==> src/rtl/mac_grid.sv <==
// Output-stationary ROWS x COLS systolic MAC grid computing C = A x B over k_len beats,
// with input skewing, a clear/feed/flush/drain sequencer and a valid/ready row port.
module mac_grid #(
    parameter int W     = 8,
    parameter int ACC_W = 16,
    parameter int ROWS  = 2,
    parameter int COLS  = 2,
    parameter int KW    = 8,
    parameter bit SAT   = 1'b1,
    localparam int RW   = (ROWS > 1) ? $clog2(ROWS) : 1
) (
    input  logic                   clk_i,
    input  logic                   rst_ni,
    input  logic                   start_i,
    input  logic [KW-1:0]          k_len_i,
    output logic                   busy_o,
    input  logic                   a_valid_i,
    output logic                   a_ready_o,
    input  logic [ROWS*W-1:0]      a_data_i,
    input  logic [COLS*W-1:0]      b_data_i,
    output logic                   out_valid_o,
    input  logic                   out_ready_i,
    output logic [COLS*ACC_W-1:0]  out_data_o,
    output logic [RW-1:0]          out_row_o,
    output logic                   done_o
);

    localparam int FLUSH_N = ROWS + COLS - 2;
    localparam int FCW     = $clog2(ROWS + COLS);

    typedef enum logic [2:0] {
        S_IDLE,
        S_CLEAR,
        S_FEED,
        S_FLUSH,
        S_DRAIN
    } state_t;

    state_t           state_q;
    logic [KW-1:0]    k_len_q;
    logic [KW-1:0]    beat_q;
    logic [FCW-1:0]   flush_q;
    logic             busy_q;
    logic             a_ready_q;
    logic             out_valid_q;
    logic [RW-1:0]    out_row_q;
    logic             done_q;

    logic             step;
    logic             clr;

    logic signed [W-1:0]     a_in [ROWS][COLS];
    logic signed [W-1:0]     b_in [ROWS][COLS];
    logic signed [ACC_W-1:0] acc  [ROWS][COLS];

    // Sum is formed one bit wider so overflow shows up as a sign disagreement.
    function automatic logic signed [ACC_W-1:0] acc_add(
        input logic signed [ACC_W-1:0] acc_v,
        input logic signed [2*W-1:0]   prod_v
    );
        logic signed [ACC_W:0] sum;
        sum = (ACC_W+1)'(acc_v) + (ACC_W+1)'(prod_v);
        if (SAT && (sum[ACC_W] != sum[ACC_W-1])) begin
            acc_add = sum[ACC_W] ? {1'b1, {(ACC_W-1){1'b0}}} : {1'b0, {(ACC_W-1){1'b1}}};
        end else begin
            acc_add = sum[ACC_W-1:0];
        end
    endfunction

    always_ff @(posedge clk_i or negedge rst_ni) begin
        if (!rst_ni) begin
            state_q     <= S_IDLE;
            k_len_q     <= '0;
            beat_q      <= '0;
            flush_q     <= '0;
            busy_q      <= 1'b0;
            a_ready_q   <= 1'b0;
            out_valid_q <= 1'b0;
            out_row_q   <= '0;
            done_q      <= 1'b0;
        end else begin
            done_q <= 1'b0;
            case (state_q)
                S_IDLE: begin
                    if (start_i) begin
                        k_len_q <= k_len_i;
                        busy_q  <= 1'b1;
                        state_q <= S_CLEAR;
                    end
                end
                S_CLEAR: begin
                    beat_q  <= '0;
                    flush_q <= '0;
                    if (k_len_q != '0) begin
                        state_q   <= S_FEED;
                        a_ready_q <= 1'b1;
                    end else begin
                        state_q     <= S_DRAIN;
                        out_valid_q <= 1'b1;
                        out_row_q   <= '0;
                    end
                end
                S_FEED: begin
                    if (a_valid_i) begin
                        beat_q <= beat_q + KW'(1);
                        if (beat_q == k_len_q - KW'(1)) begin
                            a_ready_q <= 1'b0;
                            if (FLUSH_N == 0) begin
                                state_q     <= S_DRAIN;
                                out_valid_q <= 1'b1;
                                out_row_q   <= '0;
                            end else begin
                                state_q <= S_FLUSH;
                            end
                        end
                    end
                end
                S_FLUSH: begin
                    flush_q <= flush_q + FCW'(1);
                    if (flush_q == FCW'(FLUSH_N - 1)) begin
                        state_q     <= S_DRAIN;
                        out_valid_q <= 1'b1;
                        out_row_q   <= '0;
                    end
                end
                S_DRAIN: begin
                    if (out_ready_i) begin
                        if (out_row_q == RW'(ROWS - 1)) begin
                            state_q     <= S_IDLE;
                            out_valid_q <= 1'b0;
                            out_row_q   <= '0;
                            busy_q      <= 1'b0;
                            done_q      <= 1'b1;
                        end else begin
                            out_row_q <= out_row_q + RW'(1);
                        end
                    end
                end
                default: state_q <= S_IDLE;
            endcase
        end
    end

    assign step = ((state_q == S_FEED) && a_valid_i) || (state_q == S_FLUSH);
    assign clr  = (state_q == S_CLEAR);

    // A lane i reaches column 0 after i grid steps; zeros enter outside FEED.
    for (genvar i = 0; i < ROWS; i++) begin : g_askew
        logic signed [W-1:0] a_edge;
        assign a_edge = (state_q == S_FEED) ? a_data_i[i*W +: W] : '0;
        if (i == 0) begin : g_direct
            assign a_in[i][0] = a_edge;
        end else begin : g_delay
            logic signed [W-1:0] sr_q [i];
            always_ff @(posedge clk_i or negedge rst_ni) begin
                if (!rst_ni) begin
                    for (int s = 0; s < i; s++) sr_q[s] <= '0;
                end else if (clr) begin
                    for (int s = 0; s < i; s++) sr_q[s] <= '0;
                end else if (step) begin
                    sr_q[0] <= a_edge;
                    for (int s = 1; s < i; s++) sr_q[s] <= sr_q[s-1];
                end
            end
            assign a_in[i][0] = sr_q[i-1];
        end
    end

    for (genvar j = 0; j < COLS; j++) begin : g_bskew
        logic signed [W-1:0] b_edge;
        assign b_edge = (state_q == S_FEED) ? b_data_i[j*W +: W] : '0;
        if (j == 0) begin : g_direct
            assign b_in[0][j] = b_edge;
        end else begin : g_delay
            logic signed [W-1:0] sr_q [j];
            always_ff @(posedge clk_i or negedge rst_ni) begin
                if (!rst_ni) begin
                    for (int s = 0; s < j; s++) sr_q[s] <= '0;
                end else if (clr) begin
                    for (int s = 0; s < j; s++) sr_q[s] <= '0;
                end else if (step) begin
                    sr_q[0] <= b_edge;
                    for (int s = 1; s < j; s++) sr_q[s] <= sr_q[s-1];
                end
            end
            assign b_in[0][j] = sr_q[j-1];
        end
    end

    // Each PE accumulates in place and forwards A right and B down one step later.
    for (genvar i = 0; i < ROWS; i++) begin : g_row
        for (genvar j = 0; j < COLS; j++) begin : g_col
            logic signed [ACC_W-1:0] acc_q;
            logic signed [ACC_W-1:0] acc_d;
            logic signed [2*W-1:0]   prod;

            assign prod = a_in[i][j] * b_in[i][j];

            always_comb begin
                acc_d = acc_q;
                if (clr) begin
                    acc_d = '0;
                end else if (step) begin
                    acc_d = acc_add(acc_q, prod);
                end
            end

            always_ff @(posedge clk_i or negedge rst_ni) begin
                if (!rst_ni) begin
                    acc_q <= '0;
                end else begin
                    acc_q <= acc_d;
                end
            end

            assign acc[i][j] = acc_q;

            if (j < COLS - 1) begin : g_fwd_a
                logic signed [W-1:0] a_q;
                always_ff @(posedge clk_i or negedge rst_ni) begin
                    if (!rst_ni) begin
                        a_q <= '0;
                    end else if (clr) begin
                        a_q <= '0;
                    end else if (step) begin
                        a_q <= a_in[i][j];
                    end
                end
                assign a_in[i][j+1] = a_q;
            end

            if (i < ROWS - 1) begin : g_fwd_b
                logic signed [W-1:0] b_q;
                always_ff @(posedge clk_i or negedge rst_ni) begin
                    if (!rst_ni) begin
                        b_q <= '0;
                    end else if (clr) begin
                        b_q <= '0;
                    end else if (step) begin
                        b_q <= b_in[i][j];
                    end
                end
                assign b_in[i+1][j] = b_q;
            end
        end
    end

    always_comb begin
        out_data_o = '0;
        for (int r = 0; r < ROWS; r++) begin
            if (out_valid_q && (out_row_q == RW'(r))) begin
                for (int c = 0; c < COLS; c++) begin
                    out_data_o[c*ACC_W +: ACC_W] = acc[r][c];
                end
            end
        end
    end

    assign busy_o      = busy_q;
    assign a_ready_o   = a_ready_q;
    assign out_valid_o = out_valid_q;
    assign out_row_o   = out_row_q;
    assign done_o      = done_q;

endmodule

==> config.mk <==
export PLATFORM = sky130hd
export DESIGN_NAME = mac_grid
export DESIGN_NICKNAME = d
export VERILOG_FILES = /design/src/rtl/mac_grid.sv
export SDC_FILE = /design/constraint.sdc
export NUM_CORES = 1
export LEC_CHECK = 0
export BUFFER_PORTS_ARGS = -buffer_cell sky130_fd_sc_hd__buf_2
export CORE_MARGIN = 2
export CORE_UTILIZATION = 59
export DETAILED_ROUTE_END_ITERATION = 7
export PLACE_DENSITY = 0.8
export SETUP_SLACK_MARGIN = 0.15
export SLEW_MARGIN = 20
export SYNTH_ARGS = -nofsm -noshare
export SYNTH_HDL_FRONTEND = slang
export SYNTH_SLANG_ARGS = --single-unit
==> constraint.sdc <==
create_clock -name clk_i -period 6.5 [get_ports clk_i]
set_input_delay 0 -clock clk_i [delete_from_list [all_inputs] [get_ports clk_i]]
set_output_delay 0 -clock clk_i [all_outputs]
set_load 0.02 [all_outputs]
# Yosys cells after proc, flatten, opt, wreduce, memory -nomap -nowiden
# Cells that the tools add are included.
# word_totals
reg_bits,138
inputBits,45
out_inout_bits,37
elab_cells,132
# op_classes
n_addsub,8
n_mul,4
eq_ne,18
mux,64
bitwise,1
n_reduce_logical,18
# op_table
cell,n
2-to-1 mux 16 bit,16
2-to-1 mux 8 bit,17
adder 16 x 16 -> 17 bit,4
multiplier 8 x 8 -> 16 bit,4
2-to-1 mux 32 bit,2
2-to-1 mux 3 bit,7
one-hot mux 8 bit (2 select lines),1
2-to-1 mux 1 bit,15
one-hot mux 3 bit (5 select lines),1
"inequality test 2 bit, second input constant",7
AND reduction 4 bit,3
"adder 8 x 1 -> 8 bit, second input constant",1
== test 8 bit,1
nonzero test 2 bit,4
nonzero test 8 bit,1
"subtractor 8 x 1 -> 8 bit, second input constant",1
"== test 3 x 2 -> 1 bit, second input constant",2
one-hot mux 1 bit (3 select lines),2
AND reduction 6 bit,1
AND reduction 5 bit,1
inequality test 1 bit,4
one-hot mux 1 bit (2 select lines),2
one-hot mux 2 bit (2 select lines),1
AND reduction 2 bit,2
other kinds (11),13

# Depth between registers and ports, before layout
# depth
ltp_word,8
depth_mapped,25
ltp_nobuf,22

# Worst setup path after synthesis
# No wires, ideal clock.
# synth_timing
path_kind,register to register
start,reg state_q[2]
end,reg g_row[0].g_col[0].acc_q[0]
setup_time_ns,0.121
t_arrival_ns,5.966
setup_slack_ns,0.413
stages_incl_launch_ff,23
n_path_buf,3
synth_period_minus_slack_ns,6.087
cell_sequence,dfrtp_1 clkbuf_1 nand2b_1 nor2_1 clkbuf_1 clkbuf_1 nand3_1 fa_1 fa_1 inv_1 fa_1 inv_1 fa_1 inv_1 ha_1 ha_1 a21o_1 a21o_2 a21oi_1 o21ai_4 xnor2_4 maj3_1 a22o_1
# synth_via
elab_chain_cells,8
elab_cells_between_ends,15
# synth_lines
item,line,text
"start, declared",39,state_t state_q;
"start signal, assigned",72,state_q <= S_IDLE;
"start signal, assigned",88,state_q <= S_CLEAR;
"start signal, assigned",95,state_q <= S_FEED;
== test 3 x 2 -> 1 bit,"144, 150, 171",
2-to-1 mux 8 bit (on tied branches),"150, 171",
multiplier 8 x 8 -> 16 bit,197,assign prod = a_in[i][j] * b_in[i][j];
adder 16 x 16 -> 17 bit,62,sum = (ACC_W+1)'(acc_v) + (ACC_W+1)'(prod_v);
2-to-1 mux 16 bit / inequality test 1 bit (equally long branches),"64, 63",
2-to-1 mux 16 bit,63,if (SAT && (sum[ACC_W] != sum[ACC_W-1])) begin
2-to-1 mux 16 bit,203,end else if (step) begin
2-to-1 mux 16 bit,201,if (clr) begin
"end signal, assigned",210,acc_q <= '0;
"end signal, assigned",212,acc_q <= acc_d;
"end, declared",193,logic signed [ACC_W-1:0] acc_q;
# Parallel ways exist; a longest one is shown, timed or not. The select of a mux whose other input is x is not followed.
# A chain may end at the register's enable or synchronous reset.

# Worst setup path in the final report
# layout_timing
start,reg state_q[2]
end,reg g_row[0].g_col[0].acc_q[1]
# The elaborated chain is that of the path after synthesis.

==> flow_summary.toml <==
[yosys]
synth.most_common_cell = "inv_1"
ys_types = 75
synth_top_area_share_pct = 31.4
yosys.area.top_type = "fa_1"
synthFlopType = "dfrtp_1"
synth_seq_cells = 138
yosysSeqAreaShare_pct = 17.8
synth_top_cells_by_count = "inv_1 (368), fa_1 (304), nand2_1 (211), ha_1 (159), dfrtp_1 (138)"
avgSynthCellArea_sq_um = 9.45
syn_area_sq_um = 19400
yosysWarnings = 0
synth_fp_nets = 2558
synthCells = 2050
synth_edf_count = 0
async_reset_ff_share_pct = 100
synth_area_leaders = "fa_1 (31%), dfrtp_1 (18%), ha_1 (10%)"

[die]
core_sq_um = 32500
dieArea_sq_um = 34300
initial_core_util_pct = 59.7
chipHeight_um = 185
rows = 66
die_w_um = 185
ios = 82

[route]
vias = 14500
wl_per_cell_um = 17.0
ant_nets = 0
drt-total-wl_mm = 43.6
firstDrtPassIters = 7
viasPerCell = 5.65
drt-initial-drc-count = 1034
drcViolationCount = 0

[grt]
grt_first_pass_wirelength_mm = 74.8
grtUsageTotal_pct = 27.6
grt_pass1_vias = 15300
overflow = 0
antenna_found_initial = 0
grt_max_degree = 119

[cts]
clockBufferDepth = 2
clock_latency_ps = 440
cts_tree = "built"
htree_levels = 4
cts.clk_slew.worst_paths_ps = 70
cts_setup_buffers = 0
root_buffer = "clkbuf_16"
numCtsBuffers = 17
cts_sinks = 138

[timing]
min_period_ps = 6080
finalHoldViolations = 0
finalClockSkew_ps = 13.6
fin_tns_setup_ps = 0
fin_crit_sh_pct = 93.5
setup_viol = 0
rsz0062_at_grt = "no"
maxSlewHeadroom_pct = 27.0
finalMaxSlewViolations = 0
fmax_ghz = 0.165
worst_pin_slew_ps = 1090

[final_layout]
drive_above_1_share_pct = 8.54
diodes = 0
stdcell_area_sq_um = 21000
area_delta_synth_final_pct = 8.57
nets = 2614
final_util_pct = 64.8

[place]
gp_congestion = 0.896
io_buffers = 81
dp_hpwl_mm = 34.9
placed_cell_area_sq_um = 20000

[worst_hold_path]
holdCritPathClass = "in2reg"
holdPathStages = 4

[critical_path]
worstSetupStartpointType = "flop"
cp.arrival_ps = 6400
worstSetupPathType = "reg2reg"
r2r_cells = 20
critPathMaxFanout = 17
required_ps = 6820
r2r_setup_slack_ps = 420
critPathCaptureType = "flop"

[run]
maxCapViolCount = 0

[run_status]
status = "finished clean"
cells by family after synthesis:
group                      after synthesis  share of synthesized area, %
AOI/OAI and AO/OA                      265                          9.44
xor gates and xnor gates                77                          3.83
adders and majority gates              475                          42.3
buffers and inverters                  472                          9.51
DFF                                    138                          17.8
muxes                                   41                          2.17
and+or+nand+nor                        582                          14.9
path summary, 6_finish.rpt:
kind	end	start
hold reg to reg	busy_o	busy_o
setup / recovery	g_row[0].g_col[0].acc_q[1]	state_q[2]
max in group asynchronous	g_row[0].g_col[1].acc_q[14]	rst_ni
hold / removal	g_row[0].g_col[0].g_fwd_b.b_q[7]	b_data_i[7]
min in group asynchronous	flush_q[0]	rst_ni
setup reg to reg	g_row[0].g_col[0].acc_q[1]	state_q[2]
flip-flops by register name (all words and copies together), names as in the netlist, 2 cells and up:
| name | cells |
|---|---|
| g_row.g_col.acc_q | 64 |
| g_row.g_col.g_fwd_b.b_q | 16 |
| g_bskew.g_delay.sr_q | 8 |
| g_row.g_col.g_fwd_a.a_q | 16 |
| state_q | 3 |
| g_askew.g_delay.sr_q | 8 |
| beat_q | 8 |
| k_len_q | 8 |
| flush_q | 2 |
through the flow:
stage / cells / hold slack (ps) / worst slack [ps]
floorplan: 2050 / -296 / 413
global placement: 2488 / 81.3 / 419
detailed placement: 2488 / 88.4 / 232
CTS: 2560 / 47.9 / 220
global route: 2561 / 88.3 / 154
finish: 2561 / 63.7 / 423
cell usage in the layout, fill, tap and decap left out, types with 25 or more instances in the layout:
master         instances
inv_1                368
fa_1                 304
nand2_1              211
ha_1                 159
dfrtp_1              137
and2_1               101
buf_2                 80
o21ai_0               70
nor2_1                66
nand3_1               63
xnor2_1               59
nor2b_1               40
dlygate4sd3_1         40
and3_1                35
a21oi_1               34
mux2i_1               33
a22o_1                27
o211ai_1              25
metal layers:
metal	global-route usage [%]	part of all wire, %	vias to the layer above
met5	0	0	-
met4	7.30	2.1	0
met3	4.21	6.9	65
met2	46.4	49	535
met1	37.7	42	7211
li1	-	-	6651
area by class of cell:
class / instances / area [sq um]
Clock buffer: 17 / 425
Timing Repair Buffer: 139 / 951
Inverter: 369 / 1390
Multi-Input combinational cell: 1441 / 14100
Sequential cell: 138 / 3450
Tap cell: 442 / 553
Fill cell: 2490 / 11400
Clock inverter: 15 / 138
timing repair:
item | CTS | global route
resized for setup | 0 | 5
setup endpoints to repair | 0 | 29
hold buffers | 40 | 0
hold endpoints to repair | 114 | 0
critical path: stages, from the launching register on:
cell      delay [ps]
dfrtp_1          480
nand2b_2         310
nor2_4           290
and2_1           290
nand2_1          100
fa_1             490
inv_1             50
fa_1             510
inv_1             60
fa_1             530
inv_1             50
fa_1             380
fa_1             400
ha_1             260
or3_4            410
or2_4            250
o22ai_4          150
o21ai_4          110
xnor2_4          250
maj3_1           390
a22o_1           200
Power is left out: the tool's default activity adds up to more than one toggle a clock period on the data nets, which glitch-free logic cannot reach.
